File: config.mk
export PLATFORM = sky130hd
export DESIGN_NAME = digit_serial_adder
export DESIGN_NICKNAME = d
export VERILOG_FILES = /design/src/rtl/digit_serial_adder.sv
export SDC_FILE = /design/constraint.sdc
export NUM_CORES = 1
export LEC_CHECK = 0
export ABC_AREA = 1
export BUFFER_PORTS_ARGS = -buffer_cell sky130_fd_sc_hd__buf_2
export CAP_MARGIN = 5
export CORE_ASPECT_RATIO = 1.4
export CORE_MARGIN = 5
export CORE_UTILIZATION = 30
export CTS_CLUSTER_DIAMETER = 60
export DETAILED_ROUTE_END_ITERATION = 8
export HOLD_SLACK_MARGIN = 0.03
export MAX_ROUTING_LAYER = met4
export REMOVE_ABC_BUFFERS = 1
export SYNTH_ARGS = -nofsm -noshare
export SYNTH_HDL_FRONTEND = slang
export SYNTH_SLANG_ARGS = --single-unit
File: constraint.sdc
create_clock -name CLK -period 3.6 [get_ports CLK]
set_clock_uncertainty 0.1 [all_clocks]
set_input_delay 0.18 -clock CLK [delete_from_list [all_inputs] [get_ports CLK]]
set_output_delay 0.18 -clock CLK [all_outputs]
set_load 0.02 [all_outputs]
File: src/rtl/digit_serial_adder.sv
// digit_serial_adder: adds (or subtracts) two WIDTH-bit operands DIGIT bits
// per clock, least-significant digit first, with a ready/busy/done handshake.
//
// Parameters:
//   WIDTH  operand/result width in bits (multiple of DIGIT)
//   DIGIT  bits processed per RUN cycle; NDIG = WIDTH/DIGIT cycles per result
// Ports:
//   CLK    rising-edge clock
//   RST    asynchronous active-high reset
//   START  operation request, accepted while READY=1
//   A, B   operands;  Cin  carry-in;  SUB  subtract select
//   READY  a START will be accepted;  BUSY  digits in flight
//   DONE   one-cycle pulse with a valid result
//   S      sum/difference;  Cout  carry out of MSB;  OVF  signed overflow
// Build option:
//   DIGIT_SERIAL_ADDER_SUB_EN  enables subtraction (SUB=1 -> S = A - B).
//   Without it SUB is ignored and the block is a pure adder.
module digit_serial_adder #(
    parameter int unsigned WIDTH = 16,
    parameter int unsigned DIGIT = 4
) (
    input  logic             CLK,
    input  logic             RST,
    input  logic             START,
    input  logic [WIDTH-1:0] A,
    input  logic [WIDTH-1:0] B,
    input  logic             Cin,
    input  logic             SUB,
    output logic             READY,
    output logic             BUSY,
    output logic             DONE,
    output logic [WIDTH-1:0] S,
    output logic             Cout,
    output logic             OVF
);

    localparam int unsigned NDIG = WIDTH / DIGIT;
    localparam int unsigned KW   = (NDIG > 1) ? $clog2(NDIG) : 1;

    localparam logic [1:0] IDLE = 2'd0;
    localparam logic [1:0] RUN  = 2'd1;
    localparam logic [1:0] FIN  = 2'd2;

    if ((WIDTH % DIGIT) != 0 || DIGIT == 0) begin : g_bad_param
        $error("digit_serial_adder: WIDTH must be a non-zero multiple of DIGIT");
    end

    logic [1:0]       state, state_nxt;
    logic             ready_nxt, busy_nxt, done_nxt;
    logic             accept;
    logic             last;
    logic [KW-1:0]    k;
    logic [WIDTH-1:0] a_q, b_q;
    logic             carry;
    logic [WIDTH-1:0] b_in;
    logic             c_in;
    logic [DIGIT-1:0] a_dig, b_dig;
    logic [DIGIT:0]   dsum;
    logic [WIDTH-1:0] s_nxt;

    // Operand conditioning at accept time: B' and the carry into digit 0.
`ifdef DIGIT_SERIAL_ADDER_SUB_EN
    always_comb begin
        b_in = SUB ? ~B : B;
        c_in = SUB ? 1'b1 : Cin;
    end
`else
    logic unused_sub;
    assign unused_sub = SUB;

    always_comb begin
        b_in = B;
        c_in = Cin;
    end
`endif

    // Next-state, handshake decode and the current digit's adder.
    always_comb begin
        state_nxt = state;
        ready_nxt = 1'b1;
        busy_nxt  = 1'b0;
        done_nxt  = 1'b0;
        accept    = 1'b0;
        a_dig     = '0;
        b_dig     = '0;
        s_nxt     = S;

        for (int i = 0; i < int'(NDIG); i++) begin
            if (k == KW'(i)) begin
                a_dig = a_q[i*DIGIT +: DIGIT];
                b_dig = b_q[i*DIGIT +: DIGIT];
            end
        end
        dsum = {1'b0, a_dig} + {1'b0, b_dig} + {{DIGIT{1'b0}}, carry};
        for (int i = 0; i < int'(NDIG); i++) begin
            if (k == KW'(i)) begin
                s_nxt[i*DIGIT +: DIGIT] = dsum[DIGIT-1:0];
            end
        end
        last = (k == KW'(NDIG - 1));

        case (state)
            IDLE: begin
                if (START) begin
                    accept    = 1'b1;
                    state_nxt = RUN;
                end
            end
            RUN: begin
                if (last) begin
                    state_nxt = FIN;
                end
            end
            FIN: begin
                if (START) begin
                    accept    = 1'b1;
                    state_nxt = RUN;
                end else begin
                    state_nxt = IDLE;
                end
            end
            default: state_nxt = IDLE;
        endcase

        ready_nxt = (state_nxt != RUN);
        busy_nxt  = (state_nxt == RUN);
        done_nxt  = (state_nxt == FIN);
    end

    // State register with registered handshake outputs.
    always_ff @(posedge CLK or posedge RST) begin
        if (RST) begin
            state <= IDLE;
            READY <= 1'b1;
            BUSY  <= 1'b0;
            DONE  <= 1'b0;
        end else begin
            state <= state_nxt;
            READY <= ready_nxt;
            BUSY  <= busy_nxt;
            DONE  <= done_nxt;
        end
    end

    // Datapath: latch operands on accept, then one digit per RUN cycle.
    always_ff @(posedge CLK or posedge RST) begin
        if (RST) begin
            a_q   <= '0;
            b_q   <= '0;
            carry <= 1'b0;
            k     <= '0;
            S     <= '0;
            Cout  <= 1'b0;
            OVF   <= 1'b0;
        end else if (accept) begin
            a_q   <= A;
            b_q   <= b_in;
            carry <= c_in;
            k     <= '0;
            S     <= '0;
            Cout  <= 1'b0;
            OVF   <= 1'b0;
        end else if (state == RUN) begin
            S     <= s_nxt;
            carry <= dsum[DIGIT];
            k     <= k + KW'(1);
            if (last) begin
                Cout <= dsum[DIGIT];
                // dsum[DIGIT-1] is the new result MSB on the final digit.
                OVF  <= (a_q[WIDTH-1] == b_q[WIDTH-1]) &&
                        (dsum[DIGIT-1] != a_q[WIDTH-1]);
            end
        end
    end

endmodule

==> impl_metrics.py, run 1 <==
metrics = {
    "run_status": {
        "status": "finished, final reports clean",
    },
    "finish": {
        "multiInputGateArea_um2": 1120,
        "n_antenna_cell": 0,
        "regArea_um2": 1453,
        "nNetsFinal": 466,
        "nFillCells": 914,
        "fin_area_um2": 3696,
        "drive_gt1_share_pct": 21.88,
        "syn2layout_area_growth_pct": 34.95,
    },
    "cts": {
        "cts_buffers": 9,
        "ctsHoldBuffers": 34,
        "cts_max_path_buffers": 2,
        "clock_sinks": 58,
        "tritoncts": "built",
        "cts_setup_buffers": 0,
        "clk_pin_slew_ns": 0.05,
        "cts_root_buf": "clkbuf_16",
        "htreeDepth": 3,
        "clk_latency_ns": 0.32,
        "cts_resized": 0,
    },
    "sta": {
        "rsz0062_at_grt": "no",
        "fmax_mhz": 334.0,
        "slew_headroom_pct": 47.31,
        "fin_setup_tns_ns": 0,
        "whs_ns": 0.3610,
        "period_minus_slack_ns": 2.994,
        "hold_viol_final": 0,
        "drv_slew": 0,
        "setup_viol": 0,
        "fin_crit_sh_pct": 83.17,
        "worst_pin_slew_ns": 0.7892,
    },
    "routing": {
        "drt-vias-per-instance": 4.472,
        "num_vias": 2379,
        "drt_wl_total_um": 6508,
        "first_pass_iters": 4,
        "remaining_drc_errors": 0,
        "drt-initial-drc-count": 80,
        "routedWlPerCell_um": 12.23,
        "ant_nets": 0,
    },
    "pwr": {
        "power_uw": 3670,
        "switchingPower_uw": 1598,
        "ir_drop_v": 0.0005150,
        "cell_internal_pwr_uw": 2073,
        "switching_share_pct": 43.53,
        "p_comb_share_pct": 49.4,
        "pwr-share-seq_pct": 30.2,
        "pwr-share-clk_pct": 20.4,
        "power_leakage_uw": 0.001979,
        "power_density_nw_per_um2": 993.0,
    },
    "die": {
        "fp.dieH_um": 123.1,
        "io_pins": 58,
        "die_w_um": 90.76,
        "row_count": 41,
        "core_area_um2": 8977,
        "dieArea_um2": 11170,
        "initial_core_util_pct": 30.51,
    },
    "synth": {
        "synth_cell_types": 25,
        "syn_avg_cell_area_um2": 8.300,
        "ys_ff_latch": 58,
        "netlist_area_um2": 2739,
        "seq_area_frac_synth_pct": 53.04,
        "syn_inst": 330,
        "yosys_warnings": 0,
        "yosysTopAreaCell": "dfrtp_1",
        "synth_top_area_share_pct": 52.08,
        "ys_top_cells_by_area": "dfrtp_1, nand2_1, ha_1",
    },
    "grt": {
        "grt_overflow": 0,
        "antenna_found_initial": 0,
        "grt_use_total_pct": 12.86,
        "grt_pass1_vias": 2354,
        "grt_pass1_wl_um": 11120,
        "grt_max_degree": 40,
    },
    "setup_path": {
        "critPathTopFamily": "adder cells",
        "r2r_slack_ns": 0.61,
        "crit_top_cell": "inv_1",
        "arrival_ns": 3.13,
        "startpoint_type": "register",
        "critical_path.max_fanout": 14,
        "reg2regPathDepth": 14,
        "critPathLaunch": "k[1]",
        "worstSetupPathType": "register to register",
        "cp-endpoint": "S[14]",
        "r2r-end": "S[14]",
        "crit_chain": "inv_1 -> ha_1 -> inv_1 -> nand3_1 -> nand2_1 -> o21ai_0 -> nand2_1 -> o21ai_0 -> fa_1 -> fa_1 -> inv_1 -> or2_2 -> nand3_1 -> o21ai_1",
        "critical_path_buf_inv_count": 3,
        "worst_path_max_delay_cell": "fa_1",
        "required_ns": 3.74,
        "slowest_delay_ns": 0.43,
        "crit_cells": 14,
        "reg2reg_from": "k[1]",
        "endpoint_kind": "register",
    },
    "run": {
        "max-cap-violations": 0,
    },
    "placed_design": {
        "numPortBuffers": 56,
        "placed_area_um2": 3090,
        "routabilityCongestion": 0.8074,
        "dp_hpwl_um": 4554,
    },
    "min_path": {
        "hp-class": "register to register",
    },
}
-- cell type report --
type	count	share of cell area [%]
Tap cell	107	3.622
Inverter	25	2.607
Clock buffer	13	6.770
Sequential cell	58	39.30
Timing Repair Buffer	91	16.99
Clock inverter	3	0.4062
Multi-Input combinational cell	235	30.30
-- cell usage in the layout (no fill, tap or decap), types with 3 or more instances in the layout --
master,instances
clkbuf_1,3
clkinv_2,3
o21ai_0,15
buf_2,56
ha_1,7
nand2_1,157
dfrtp_1,57
nand3_1,12
o21ai_1,10
a21oi_1,12
clkbuf_16,9
inv_2,11
dlygate4sd3_1,34
nor2_1,5
inv_1,13
-- registers in the layout, summed over array words and instances (netlist names) --
register,cells
OVF,1
BUSY,1
a_q,16
carry,1
READY,1
S,16
b_q,16
k,2
state,2
DONE,1
Cout,1
-- synth_stat cells --
cell type / instances
fa_1: 2
a21oi_2: 1
nand2_1: 157
o211ai_1: 2
o21ai_1: 10
o21bai_1: 1
or2_2: 1
buf_4: 4
buf_2: 8
nor2_2: 2
a22oi_2: 1
dfrtp_1: 57
nor2_8: 2
inv_4: 1
nand3_1: 12
inv_1: 14
a21oi_1: 12
o21ai_0: 15
inv_2: 10
dfstp_2: 1
o21ai_2: 1
ha_1: 7
nor2_1: 5
nand2_2: 2
a22oi_1: 2
-- logic make-up after synthesis --
group                      share of synthesized area (%)
buffers and inverters                              6.076
DFF                                                53.04
adders and majority gates                          4.660
AOI/OAI and AO/OA                                  9.228
and+or+nand+nor                                    27.00
-- how the worst min path moves through the flow --
stage                     startpoint     end  slack [ns]  cells after the start
final                           S[8]    S[8]        0.36                      2
after global placement           RST   S[10]        0.26                      2
after CTS                       S[0]    S[0]        0.37                      2
after global routing            S[0]    S[0]        0.39                      2
after detailed placement         RST   S[11]        0.28                      2
after floorplan                 A[0]  a_q[0]        0.19                      2
-- metal layers --
metal | up-vias | share of wire (%) | wire, µm | global-route usage (%)
met4 | 0 | 2.0 | 127 | 6.425
met1 | 1095 | 44 | 2888 | 15.19
met5 | - | 0 | 0 | -
met2 | 52 | 49 | 3180 | 20.73
li1 | 1221 | - | - | -
met3 | 11 | 4.8 | 310 | 2.861
-- worst reg2reg max path: stages, from the launching register on --
cell and delay, ns:
dfrtp_1 0.37, inv_1 0.08, ha_1 0.36, inv_1 0.20, nand3_1 0.08, nand2_1 0.09
o21ai_0 0.08, nand2_1 0.06, o21ai_0 0.10, fa_1 0.43, fa_1 0.38, inv_1 0.09
or2_2 0.10, nand3_1 0.16, o21ai_1 0.21
-- power groups by stage --
stage	clock [µW]	combinational, µW	sequential (µW)
floorplan	0	1240	1200
global placement	0	1760	1110
detailed placement	0	1800	1120
CTS	772	1840	1110
global route	798	2060	1140
finish	750	1810	1110
-- per-stage QoR --
step / util [%] / cells / worst slack (ns)
2_1_floorplan: - / 318 / 1.049
3_3_place_gp: 34.43 / 482 / 0.6644
3_5_place_dp: 34.43 / 482 / 0.6175
4_1_cts: 41.17 / 532 / 0.6090
5_1_grt: 41.17 / 532 / 0.2844
6_report: 41.17 / 532 / 0.6058
(Power assumes the default switching activity.)
==> run 2, diff against run 1 <==
--- a/config.mk
+++ b/config.mk
@@ -5,7 +5,7 @@
 export SDC_FILE = /design/constraint.sdc
 export NUM_CORES = 1
 export LEC_CHECK = 0
-export ABC_AREA = 1
+export ABC_AREA = 0
 export BUFFER_PORTS_ARGS = -buffer_cell sky130_fd_sc_hd__buf_2
 export CAP_MARGIN = 5
 export CORE_ASPECT_RATIO = 1.4
==> constraint.sdc (replaced) <==
create_clock -name CLK -period 2.6 [get_ports CLK]
set_clock_uncertainty 0.1 [all_clocks]
set_input_delay 0.13 -clock CLK [delete_from_list [all_inputs] [get_ports CLK]]
set_output_delay 0.13 -clock CLK [all_outputs]
set_load 0.02 [all_outputs]
==> run 2 against run 1 <==
The flow now finishes with violations (setup timing). Clock power grew 64%. Wire length grew 6.2%. Setup slack worse by 0.66 ns. Utilization rose by 4.4 points. Total power is 56% higher. Maximum frequency up 13%. Largest cell class unchanged.
==> impl_metrics.py, run 2 <==
metrics = {
    "synth": {
        "syn_inst": 308,
        "yosys-mux-area-fraction_pct": 0,
        "synth_most_common_cell": "nand2_1",
        "synth_edf_count": 0,
        "yosys.area_share.xor_xnor_pct": 0.6410,
        "synthAdderAreaFrac_pct": 4.670,
        "synth_top_family_by_area": "simple AND/OR/NAND/NOR gates",
        "synth_compound_area_share_pct": 10.99,
        "synth_ff_type": "dfrtp_1",
        "yosysTopAreaCell": "dfrtp_1",
        "synth_top_area_share_pct": 52.20,
        "synth-simple-area-share_pct": 26.10,
        "synthArstFlopShare_pct": 100.0,
        "yosys_warnings": 0,
        "synth_common_cells": "nand2_1, dfrtp_1, a21oi_1",
        "ys_top_cells_by_area": "dfrtp_1, nand2_1, a21oi_1",
        "syn_avg_cell_area_um2": 8.872,
        "ys_ff_latch": 58,
        "netlist_area_um2": 2733,
        "seq_area_frac_synth_pct": 53.16,
        "synth_cell_types": 35,
    },
    "setup_path": {
        "crit_chain": "inv_2 -> ha_4 -> buf_4 -> a221oi_2 -> nor3_2 -> a21oi_2 -> fa_2 -> fa_2 -> or2_4 -> a21oi_1",
        "reg2regPathDepth": 10,
        "critical_path.max_fanout": 6,
        "r2r_slack_ns": -0.05,
        "slowest_delay_ns": 0.48,
        "crit_top_cell": "fa_2",
        "arrival_ns": 2.80,
        "reg2reg_from": "k[1]",
        "r2r-end": "S[1]",
        "worst_path_max_delay_cell": "fa_2",
        "endpoint_kind": "register",
        "required_ns": 2.75,
        "startpoint_type": "register",
        "worstSetupPathType": "register to register",
    },
    "routing": {
        "num_vias": 2400,
        "first_pass_iters": 4,
        "drt-initial-drc-count": 127,
        "drt_wl_total_um": 6910,
        "drt-vias-per-instance": 4.580,
        "ant_nets": 0,
        "remaining_drc_errors": 0,
        "routedWlPerCell_um": 13.19,
    },
    "sta": {
        "setup_slack_ns": -0.05008,
        "rsz0062_at_grt": "yes",
        "worst_pin_slew_ns": 0.6367,
        "slew_headroom_pct": 57.49,
        "whs_ns": 0.1492,
        "hold_viol_final": 0,
        "drv_slew": 0,
        "fmax_mhz": 377.3,
        "fin_crit_sh_pct": 101.9,
        "setup_viol": 3,
        "period_minus_slack_ns": 2.650,
    },
    "placed_design": {
        "numPortBuffers": 56,
        "routabilityCongestion": 0.7678,
        "dp_hpwl_um": 4686,
        "place_inst": 469,
    },
    "run": {
        "max-cap-violations": 0,
    },
    "grt": {
        "antenna_found_initial": 0,
        "grt_overflow": 0,
        "grt_pass1_vias": 2531,
        "grt_max_degree": 46,
        "grt_use_total_pct": 13.44,
        "grt_pass1_wl_um": 11680,
    },
    "die": {
        "dieArea_um2": 11140,
        "die_w_um": 90.66,
        "core_area_um2": 8977,
        "io_pins": 58,
        "initial_core_util_pct": 30.44,
        "row_count": 41,
        "fp.dieH_um": 122.9,
    },
    "cts": {
        "tritoncts": "built",
        "cts_max_path_buffers": 2,
        "clk_latency_ns": 0.33,
        "htreeDepth": 3,
        "clk_pin_slew_ns": 0.05,
        "cts_root_buf": "clkbuf_16",
        "cts_buffers": 9,
        "clock_sinks": 58,
    },
    "min_path": {
        "hold_path_end": "carry",
        "min_from": "START",
        "holdPathStages": 4,
        "hp-class": "input pin to register",
    },
    "run_status": {
        "status": "finished with violations",
        "violations": "setup timing",
    },
    "finish": {
        "final_cells": 524,
        "syn2layout_area_growth_pct": 49.73,
        "nNetsFinal": 458,
        "layout_commonest_cell": "nand2_1",
        "top_regs": "S (16), a_q (16), b_q (16)",
        "layout_common_cells": "nand2_1, dfrtp_1, buf_2",
        "n_antenna_cell": 0,
        "drive_gt1_share_pct": 33.09,
    },
    "pwr": {
        "power_density_nw_per_um2": 1400,
        "power_leakage_uw": 0.002046,
        "power_uw": 5727,
        "ir_drop_v": 0.0006506,
    },
}
[run 2: cells by family (layout without fill, tap and decap cells)]
| family | Yosys count | count (layout) |
|---|---|---|
| DFF | 58 | 58 |
| buffers and inverters | 25 | 134 |
| AOI/OAI and AO/OA | 49 | 49 |
| and+or+nand+nor | 165 | 165 |
| adders and majority gates | 9 | 9 |
| xor gates and xnor gates | 2 | 2 |
[run 2: how the worst max path moves through the flow]
stage               cells after the start  slack (ns)  start  endpoint
floorplan                              10       -0.13   k[1]      S[6]
global placement                       10       -0.05   k[1]      S[5]
detailed placement                     10       -0.15   k[1]      S[5]
CTS                                    10       -0.01   k[1]      S[5]
global route                           10       -0.12   k[1]      S[5]
finish                                 10       -0.05   k[1]      S[1]
[run 2: repair_timing]
action	in CTS	in global routing
resized for setup	29	24
pin swaps	5	12
hold buffers	34	0
setup endpoints to repair	14	15
hold endpoints to repair	60	0
buffers inserted	2	3
[run 2: layout make-up]
| cell class | instances | area, µm² |
|---|---|---|
| Sequential cell | 58 | 1454 |
| Timing Repair Buffer | 110 | 794.5 |
| Tap cell | 107 | 133.9 |
| Inverter | 8 | 30.03 |
| Fill cell | 867 | 4886 |
| Clock buffer | 15 | 287.8 |
| Clock inverter | 1 | 30.03 |
| Multi-Input combinational cell | 225 | 1361 |
[run 2: through the flow]
step | setup TNS (ns) | setup slack [ns] | util [%] | instance area, µm²
after floorplan | -0.8484 | -0.1277 | - | 2641
after global placement | -0.2283 | -0.05401 | 35.51 | 3188
after detailed placement | -1.131 | -0.1458 | 35.51 | 3188
final | -0.1304 | -0.05008 | 45.57 | 4091
after global routing | -0.8246 | -0.1179 | 45.57 | 4091
after CTS | -0.02536 | -0.01306 | 44.40 | 3986
[run 2: routing by layer]
metal,wire length [µm],up-vias,global-route usage (%)
li1,-,1210,-
met1,2932,1127,15.08
met2,3524,49,22.59
met3,360,14,4.200
met4,91,0,4.935
met5,0,-,-
[run 2: power by group]
group / leakage (µW) / internal (µW) / switching, µW
clock: 0.000156 / 845 / 382
combinational: 0.00116 / 1330 / 1610
sequential: 0.000733 / 1300 / 255
total: 0.00205 / 3480 / 2250
[run 2: critical path, delay by kind of cell (launching register included)]
family / cells / cell delay (ns)
compound gates: 3 / 0.57
fa+ha+maj: 3 / 0.93
buf+inv: 2 / 0.22
flops: 1 / 0.39
simple gates: 2 / 0.34
==> run 3, diff against run 2 <==
--- a/config.mk
+++ b/config.mk
@@ -7,7 +7,7 @@
 export LEC_CHECK = 0
 export ABC_AREA = 0
 export BUFFER_PORTS_ARGS = -buffer_cell sky130_fd_sc_hd__buf_2
-export CAP_MARGIN = 5
+export CAP_MARGIN = 20
 export CORE_ASPECT_RATIO = 1.4
 export CORE_MARGIN = 5
 export CORE_UTILIZATION = 30
@@ -15,6 +15,7 @@
 export DETAILED_ROUTE_END_ITERATION = 8
 export HOLD_SLACK_MARGIN = 0.03
 export MAX_ROUTING_LAYER = met4
+export PLACE_DENSITY = 0.51
 export REMOVE_ABC_BUFFERS = 1
 export SYNTH_ARGS = -nofsm -noshare
 export SYNTH_HDL_FRONTEND = slang
==> run 3 against run 2 <==
The flow now finishes without violations. Critical endpoint is now S[5]. Wire length is 2.0% lower. Global-route usage is 0.44 points higher. Sequential share of layout area is 0.067 points higher. Final cell count is 0.57% higher. Utilization is 0.13 points lower. First-iteration DRC count is 20% lower. Sequential power hardly changed. Largest cell class unchanged. Critical path type unchanged. Highest routed layer unchanged. Critical path depth is 1 lower. Cell area is 0.28% lower. Total power is 1.6% lower. Clock power is 15% lower. Die area stayed put.
==> impl_metrics.py, run 3 (synthesized netlist as in run 2, its figures left out) <==
metrics = {
    "run_status": {
        "status": "finished, final reports clean",
    },
    "grt": {
        "grt_pass1_vias": 2459,
        "grt_use_total_pct": 13.88,
        "grt_pass1_wl_um": 11720,
        "antenna_found_initial": 0,
        "grt_overflow": 0,
        "grt_max_degree": 59,
    },
    "sta": {
        "rsz0062_at_grt": "yes",
        "slew_headroom_pct": 50.94,
        "drv_slew": 0,
        "fin_crit_sh_pct": 98.81,
        "worst_pin_slew_ns": 0.7359,
        "period_minus_slack_ns": 2.569,
        "fmax_mhz": 389.2,
        "fin_setup_tns_ns": 0,
        "hold_viol_final": 0,
        "setup_viol": 0,
    },
    "setup_path": {
        "worstSetupPathType": "register to register",
        "reg2regPathDepth": 9,
        "endpoint_kind": "register",
        "startpoint_type": "register",
        "slowest_delay_ns": 0.47,
        "worst_path_max_delay_cell": "fa_2",
        "crit_chain": "ha_4 -> buf_4 -> a221oi_2 -> nor3_2 -> a21oi_2 -> fa_2 -> fa_2 -> or2_2 -> a21oi_1",
        "crit_top_cell": "fa_2",
        "arrival_ns": 2.72,
        "critical_path.max_fanout": 7,
        "required_ns": 2.75,
    },
    "routing": {
        "first_pass_iters": 4,
        "remaining_drc_errors": 0,
        "ant_nets": 0,
        "routedWlPerCell_um": 12.85,
        "drt-initial-drc-count": 102,
        "num_vias": 2386,
        "drt_wl_total_um": 6774,
        "drt-vias-per-instance": 4.528,
    },
    "cts": {
        "clk_pin_slew_ns": 0.05,
        "clock_sinks": 58,
        "tritoncts": "built",
        "cts_buffers": 9,
        "clk_latency_ns": 0.33,
        "htreeDepth": 3,
        "cts_max_path_buffers": 2,
        "cts_root_buf": "clkbuf_16",
    },
    "finish": {
        "final_cells": 527,
        "top_regs": "S (16), a_q (16), b_q (16)",
        "layout_common_cells": "nand2_1, dfrtp_1, buf_2",
        "nNetsFinal": 463,
        "n_antenna_cell": 0,
        "layout_commonest_cell": "nand2_1",
        "nFillCells": 879,
        "final_util_pct": 45.45,
        "drive_gt1_share_pct": 32.38,
        "syn2layout_area_growth_pct": 49.31,
    },
    "die": {
        "row_count": 41,
        "dieArea_um2": 11140,
        "die_w_um": 90.66,
        "fp.dieH_um": 122.9,
        "io_pins": 58,
        "core_area_um2": 8977,
        "initial_core_util_pct": 30.44,
    },
    "pwr": {
        "power_density_nw_per_um2": 1382,
        "ir_drop_v": 0.0005808,
        "power_leakage_uw": 0.002036,
    },
    "min_path": {
        "hp-class": "input pin to register",
        "holdPathStages": 4,
    },
    "placed_design": {
        "dp_hpwl_um": 4816,
        "routabilityCongestion": 0.7478,
        "place_inst": 474,
        "numPortBuffers": 56,
    },
    "run": {
        "max-cap-violations": 0,
    },
}
## run 3: what timing repair did
action,CTS,global route
hold buffers,34,0
endpoints found under the hold margin,90,0
resized for setup,16,38
buffers inserted,2,3
pin swaps,4,16
setup endpoints to repair,14,15
## run 3: final cells by class
type	count	area, µm²	area share [%]
sequential	58	1453	35.60
multi-input combinational	225	1370	33.58
timing repair buffer	115	839.6	20.58
clock buffer	14	254.0	6.225
tap	107	133.9	3.281
inverter	8	30.03	0.7360
## run 3: worst max-delay path: cells and delay by family, from the launching register on
family	cells	cell delay [ns]
flops	1	0.42
buf+inv	1	0.14
simple gates	2	0.38
fa+ha+maj	3	0.92
compound gates	3	0.53
## run 3: final timing paths
path | from | end | slack (ns)
hold / removal | START | a_q[12] | 0.11
min in group asynchronous | RST | a_q[8] | 0.46
hold reg to reg | a_q[1] | a_q[1] | 0.37
max in group asynchronous | RST | S[4] | 1.45
setup / recovery | k[0] | S[5] | 0.03
setup reg to reg | k[0] | S[5] | 0.03
## run 3: metal layers
metal  wire length [µm]  share of wire [%]  global-route usage (%)  vias up
met5                  0                  0                       -        -
met1               2868                 42                   15.73     1106
li1                   -                  -                       -     1221
met4                165                2.4                   6.983        0
met3                327                4.8                   4.017       11
met2               3412                 50                   22.45       48
## run 3: power by group
group	total, µW	internal (µW)	leakage [µW]	switching, µW
combinational	3050	1430	0.00118	1620
clock	1040	659	0.000123	379
sequential	1550	1300	0.000734	252
total	5640	3390	0.00204	2250
## run 3: metrics by stage
stage | worst slack, ns | total power (µW) | hold WS, ns | instance area [µm²]
global route | -0.06572 | 6128 | 0.1356 | 4080
finish | 0.03094 | 5637 | 0.1125 | 4080
detailed placement | -0.1839 | 4073 | 0.2231 | 3226
CTS | -0.01761 | 5340 | 0.1015 | 3896
global placement | -0.1052 | 4023 | 0.2238 | 3226
floorplan | -0.1277 | 3056 | 0.1354 | 2641
